<file path="src/rtl/lcd1602_pkg.sv">
// Shared types and HD44780 command constants for the LCD1602 character driver.
package lcd1602_pkg;

    typedef enum logic [2:0] {
        StPwrWait,
        StInit,
        StSetL1,
        StWrL1,
        StSetL2,
        StWrL2
    } lcd_state_e;

    // Each byte write is split into three tick-long phases.
    typedef enum logic [1:0] {
        PhSetup,
        PhEnHi,
        PhEnLo
    } lcd_phase_e;

    localparam logic [7:0] CMD_FUNC_SET = 8'h38;
    localparam logic [7:0] CMD_DISP_ON  = 8'h0C;
    localparam logic [7:0] CMD_ENTRY    = 8'h06;
    localparam logic [7:0] CMD_CLEAR    = 8'h01;
    localparam logic [7:0] CMD_LINE1    = 8'h80;
    localparam logic [7:0] CMD_LINE2    = 8'hC0;
    localparam logic [7:0] CHAR_SPACE   = 8'h20;

    function automatic logic [7:0] init_cmd(input logic [1:0] step);
        logic [7:0] cmd;
        case (step)
            2'd0:    cmd = CMD_FUNC_SET;
            2'd1:    cmd = CMD_DISP_ON;
            2'd2:    cmd = CMD_ENTRY;
            default: cmd = CMD_CLEAR;
        endcase
        return cmd;
    endfunction

endpackage

</file>
<file path="src/rtl/lcd_tick_gen.sv">
// Free-running divider producing a one-clk tick every TICK_DIV clocks.
module lcd_tick_gen #(
    parameter int unsigned TICK_DIV = 50000
) (
    input  logic clk,
    input  logic rst_n,
    output logic tick
);

    localparam int unsigned CntW = $clog2(TICK_DIV);

    logic [CntW-1:0] cnt_q;

    // First tick lands exactly TICK_DIV clocks after reset release.
    assign tick = (cnt_q == CntW'(TICK_DIV - 1));

    always_ff @(posedge clk or negedge rst_n) begin
        if (!rst_n) begin
            cnt_q <= '0;
        end else if (tick) begin
            cnt_q <= '0;
        end else begin
            cnt_q <= cnt_q + 1'b1;
        end
    end

endmodule

</file>
<file path="src/rtl/lcd1602_driver.sv">
// HD44780 8-bit write-only driver: power wait, init, then refreshes a 2x16 frame forever.
module lcd1602_driver
    import lcd1602_pkg::*;
#(
    parameter int unsigned TICK_DIV    = 50000,
    parameter int unsigned POWER_TICKS = 20
) (
    input  logic         clk,
    input  logic         rst_n,
    input  logic [255:0] dis_data,
    output logic         lcd_rs,
    output logic         lcd_rw,
    output logic         lcd_en,
    output logic [7:0]   lcd_data,
    output logic         init_done,
    output logic         frame_done
);

    localparam int unsigned WaitW = (POWER_TICKS > 1) ? $clog2(POWER_TICKS) : 1;

    logic tick;

    lcd_tick_gen #(
        .TICK_DIV (TICK_DIV)
    ) u_tick_gen (
        .clk   (clk),
        .rst_n (rst_n),
        .tick  (tick)
    );

    lcd_state_e   state_q, state_d;
    lcd_phase_e   phase_q, phase_d;
    logic [WaitW-1:0] wait_q, wait_d;
    logic [3:0]   idx_q, idx_d;
    logic [255:0] shadow_q, shadow_d;
    logic         rs_q, rs_d;
    logic         en_q, en_d;
    logic [7:0]   data_q, data_d;
    logic         init_done_q, init_done_d;
    logic         frame_done_q, frame_done_d;
    logic [7:0]   byte_sel;

    // Byte to present in the setup phase of the current write.
    always_comb begin
        byte_sel = 8'h00;
        case (state_q)
            StInit:  byte_sel = init_cmd(idx_q[1:0]);
            StSetL1: byte_sel = CMD_LINE1;
            StWrL1:  byte_sel = shadow_q[{1'b0, idx_q, 3'b000} +: 8];
            StSetL2: byte_sel = CMD_LINE2;
            StWrL2:  byte_sel = shadow_q[{1'b1, idx_q, 3'b000} +: 8];
            default: byte_sel = 8'h00;
        endcase
    end

    always_comb begin
        state_d      = state_q;
        phase_d      = phase_q;
        wait_d       = wait_q;
        idx_d        = idx_q;
        shadow_d     = shadow_q;
        rs_d         = rs_q;
        en_d         = en_q;
        data_d       = data_q;
        init_done_d  = init_done_q;
        frame_done_d = 1'b0;

        if (tick) begin
            if (state_q == StPwrWait) begin
                if (wait_q == WaitW'(POWER_TICKS - 1)) begin
                    wait_d  = '0;
                    state_d = StInit;
                end else begin
                    wait_d = wait_q + 1'b1;
                end
            end else begin
                case (phase_q)
                    PhSetup: begin
                        en_d    = 1'b0;
                        rs_d    = (state_q == StWrL1) || (state_q == StWrL2);
                        data_d  = byte_sel;
                        phase_d = PhEnHi;
                        // Snapshot the frame so a mid-frame update never tears the display.
                        if (state_q == StSetL1) begin
                            shadow_d = dis_data;
                        end
                    end
                    PhEnHi: begin
                        en_d    = 1'b1;
                        phase_d = PhEnLo;
                    end
                    PhEnLo: begin
                        en_d    = 1'b0;
                        phase_d = PhSetup;
                        case (state_q)
                            StInit: begin
                                if (idx_q == 4'd3) begin
                                    idx_d       = 4'd0;
                                    init_done_d = 1'b1;
                                    state_d     = StSetL1;
                                end else begin
                                    idx_d = idx_q + 4'd1;
                                end
                            end
                            StSetL1: state_d = StWrL1;
                            StWrL1: begin
                                idx_d = idx_q + 4'd1;
                                if (idx_q == 4'd15) begin
                                    state_d = StSetL2;
                                end
                            end
                            StSetL2: state_d = StWrL2;
                            StWrL2: begin
                                idx_d = idx_q + 4'd1;
                                if (idx_q == 4'd15) begin
                                    state_d      = StSetL1;
                                    frame_done_d = 1'b1;
                                end
                            end
                            default: state_d = StPwrWait;
                        endcase
                    end
                    default: phase_d = PhSetup;
                endcase
            end
        end
    end

    always_ff @(posedge clk or negedge rst_n) begin
        if (!rst_n) begin
            state_q      <= StPwrWait;
            phase_q      <= PhSetup;
            wait_q       <= '0;
            idx_q        <= 4'd0;
            shadow_q     <= {32{CHAR_SPACE}};
            rs_q         <= 1'b0;
            en_q         <= 1'b0;
            data_q       <= 8'h00;
            init_done_q  <= 1'b0;
            frame_done_q <= 1'b0;
        end else begin
            state_q      <= state_d;
            phase_q      <= phase_d;
            wait_q       <= wait_d;
            idx_q        <= idx_d;
            shadow_q     <= shadow_d;
            rs_q         <= rs_d;
            en_q         <= en_d;
            data_q       <= data_d;
            init_done_q  <= init_done_d;
            frame_done_q <= frame_done_d;
        end
    end

    assign lcd_rs     = rs_q;
    assign lcd_rw     = 1'b0;
    assign lcd_en     = en_q;
    assign lcd_data   = data_q;
    assign init_done  = init_done_q;
    assign frame_done = frame_done_q;

endmodule

</file>
<file path="config.mk">
export PLATFORM = sky130hd
export DESIGN_NAME = lcd1602_driver
export DESIGN_NICKNAME = d
export VERILOG_FILES = /design/src/rtl/lcd1602_pkg.sv /design/src/rtl/lcd_tick_gen.sv /design/src/rtl/lcd1602_driver.sv
export SDC_FILE = /design/constraint.sdc
export NUM_CORES = 1
export LEC_CHECK = 0
export CAP_MARGIN = 20
export CORE_UTILIZATION = 52
export CTS_CLUSTER_SIZE = 16
export DETAILED_ROUTE_END_ITERATION = 8
export HOLD_SLACK_MARGIN = 0.1
export PLACE_DENSITY = 0.79
export SETUP_SLACK_MARGIN = 0.05
export SLEW_MARGIN = 20
export SYNTH_ARGS = -nofsm -noshare
export SYNTH_HDL_FRONTEND = slang
export SYNTH_SLANG_ARGS = --single-unit
</file>
<file path="constraint.sdc">
create_clock -name clk -period 2.75 [get_ports clk]
set_input_delay 0.55 -clock clk [delete_from_list [all_inputs] [get_ports clk]]
set_output_delay 0.55 -clock clk [all_outputs]
set_load 0.02 [all_outputs]
</file>
==> flow_summary_export.csv <==
group,metric,value,unit
status,status,"finished, violations left",
status,violations,"DRC",
sta,slew_viol_final,0,
worst_hold_path,hp-class,"reg -> reg",
cts,clock_latency,560,ps
synthesis,synthFlopType,"dfrtp_1",
global_routing,grt_max_degree,67,
layout,final_cell_mix,"clkdlybuf4s50_1 (268), dfrtp_1 (263), mux2_2 (257), mux4_2 (55), dfstp_2 (32)",
sta,timing.slew.headroom,0.5396,
setup_path,slowest_stage,"dfrtp_4",
synthesis,ys_seq_area_frac,0.5350,
power_and_ir_drop,power,9298,uW
setup_path,critPathMaxFanout,21,
synthesis,ys_ff_latch,298,
synthesis,yosys_warnings,0,
setup_path,critPathTopFamily,"multiplexers",
setup_path,required,3180,ps
sta,tns,0,ps
sta,min_period_over_period,0.9103,
cts,cts_made_buffers,30,
sta,worstMarginPinSlew,690.6,ps
layout,drive_gt1_frac,0.3613,
drt,routedWlPerCell,22.05,um
setup_path,r2r_end,"lcd_data[1]$_DFFE_PN0P_",
setup_path,crit_chain,"buf_4, mux4_2, mux4_2, nand2_1, nand4_1, mux2_4",
sta,period_needed,2503,ps
die,die_h,166.2,um
drt,route.detailed.drc,8,
layout,stdcell_count,1578,
synthesis,syn_area_per_cell,14.93,um2
worst_hold_path,hold_depth,1,
sta,skew,23.17,ps
setup_path,path_buf_inv,1,
synthesis,synthCells,939,
synthesis,ys_types,64,
cts,clockBufferDepth,3,
synthesis,synth_edf_count,0,
sta,setup_viol,0,
setup_path,r2r_cells,6,
die,row_count,59,
setup_path,crit_arrival,2940,ps
layout,syn_to_final_growth,29.63,%
placement,post-dp-hpwl,25600,um
layout,nNetsFinal,1481,
synthesis,netlist_area,14010,um2
global_routing,grt_pass1_vias,9519,
die,die_w,166.2,um
sta,rsz0062_at_grt,"no",
synthesis,async_reset_ff_frac,1.000,
layout,final_common_cell,"clkdlybuf4s50_1",
cts,clock-root-buffer,"clkbuf_16",
drt,dr.pass1.iters,7,
drt,dr.first_iter.drc_count,701,
setup_path,endpoint_kind,"flop",
drt,ant_nets,0,
cts,holdBufCountCts,1,
die,core_area,26280,um2
placement,placed_cells,1518,
cts,ctsResizeCount,0,
setup_path,startpoint_type,"flop",
layout,fin_util,0.6913,
placement,io_buffers,269,
setup_path,rr_startpoint,"idx_q[0]$_DFFE_PN0P_",
drt,num_vias,9040,
worst_hold_path,hp-start,"shadow_q[236]$_DFFE_PN0P_",
die,start_util,0.5333,
run,maxCapViolations,0,
setup_path,critPathMostFrequentCell,"mux4_2",
global_routing,grt_usage,0.2583,
drt,routed_wl,34800,um
cts,cts_tree,"done",
synthesis,syn_nets,1204,
worst_hold_path,hold_path_end,"shadow_q[236]$_DFFE_PN0P_",
global_routing,overflow,0,
die,ios,271,
sta,hold_violations,0,
setup_path,critical_path_class,"reg -> reg",
cts,cts_setup_buffers,0,
power_and_ir_drop,peakVddDrop,0.4545,mV
global_routing,grt_pass1_wl,54630,um
die,die-area,27610,um2
setup_path,cp_num_cells,6,
drt,routed_via_density,5.729,
cts,path_clk_slew,60,ps
power_and_ir_drop,p_leak,0.008226,uW
setup_path,cpPeakStageDelay,700,ps
cts,cts_sinks,298,
global_routing,antenna_found_initial,3,
setup_path,rrSetupSlack,250,ps
power_and_ir_drop,p_per_area,511.8,nW/um2
placement,place.gp.congestion,0.8673,
sta,fmax,0.3995,GHz
cts,h-tree-depth,1,
-- power breakdown --
| group | switching, uW | leakage (uW) | internal (uW) |
|---|---|---|---|
| combinational | 162 | 0.00365 | 333 |
| sequential | 0 | 0.00403 | 4390 |
| clock | 1740 | 0.000546 | 2680 |
| total | 1900 | 0.00823 | 7400 |
-- registers in the layout, indices dropped and copies added (netlist names), named ones only --
name / cells
lcd_data: 8
frame_done: 1
idx_q: 4
lcd_rs: 1
state_q: 2
init_done: 1
phase_q: 2
wait_q: 5
shadow_q: 256
u_tick_gen.cnt_q: 16
lcd_en: 1
-- logic make-up (layout without fill, tap and decap cells) --
group	count (synthesis)	in the layout	share of synthesized area
xor+xnor	14	14	0.008749
mux	348	348	0.3274
other cells	1	4	0.0002676
buf+inv	71	372	0.03776
compound gates	59	59	0.02911
fa+ha+maj	7	7	0.006249
flops	298	298	0.5350
simple gates	141	141	0.05553
-- how the worst max path moves through the flow --
stage	end	slack, ps	from
finish	lcd_data[1]$_DFFE_PN0P_	250	idx_q[0]$_DFFE_PN0P_
global route	shadow_q[247]$_DFFE_PN0P_	60	u_tick_gen.cnt_q[7]$_DFF_PN0_
CTS	lcd_data[1]$_DFFE_PN0P_	220	idx_q[0]$_DFFE_PN0P_
detailed placement	lcd_data[1]$_DFFE_PN0P_	240	idx_q[0]$_DFFE_PN0P_
global placement	lcd_data[1]$_DFFE_PN0P_	270	idx_q[0]$_DFFE_PN0P_
floorplan	lcd_data[2]$_DFFE_PN0P_	610	idx_q[0]$_DFFE_PN0P_
-- final cells by class --
cell class	count	area (um2)
Fill cell	1866	8113
Inverter	11	41.29
Antenna cell	3	7.507
Tap cell	335	419.2
Timing Repair Buffer	305	3120
Clock inverter	16	216.5
Clock buffer	40	868.3
Multi-Input combinational cell	570	5991
Sequential cell	298	7503
-- synth_stat cells (all sizes together), types with 4 or more instances --
library cell | instances | share of area
a21oi | 6 | 0.0021
a22oi | 8 | 0.0043
a31oi | 4 | 0.0018
buf | 51 | 0.032
clkbuf | 9 | 0.0024
dfrtp | 266 | 0.47
dfstp | 32 | 0.060
ha | 7 | 0.0062
inv | 11 | 0.0029
mux2 | 278 | 0.22
mux2i | 11 | 0.0079
mux4 | 59 | 0.096
nand2 | 26 | 0.0070
nand2b | 5 | 0.0022
nand3 | 22 | 0.0079
nand4 | 12 | 0.0058
nor2 | 30 | 0.0080
nor2b | 12 | 0.0054
nor3 | 9 | 0.0039
nor4 | 6 | 0.0042
o21ai | 15 | 0.0054
xnor2 | 7 | 0.0044
xor2 | 7 | 0.0044
-- layer usage --
| layer | track usage | wire (um) |
|---|---|---|
| met5 | 0 | 0 |
| met3 | 0.06220 | 2592 |
| met1 | 0.3472 | 14540 |
| met2 | 0.4135 | 16650 |
| met4 | 0.08818 | 1017 |
-- through the flow --
stage	cell area [um2]	hold WS [ps]	worst slack, ps
floorplan	14010	254.4	613.1
global placement	17070	462.4	267.9
detailed placement	17070	470.7	239.7
CTS	18160	487.9	225.0
global route	18170	506.3	62.22
finish	18170	486.1	246.6
-- worst reg2reg max path, cell delays in order, from the launching register on --
cell,delay (ps)
dfrtp_4,700
buf_4,240
mux4_2,510
mux4_2,510
nand2_1,100
nand4_1,80
mux2_4,260
Power figures use the tool's default switching activity.
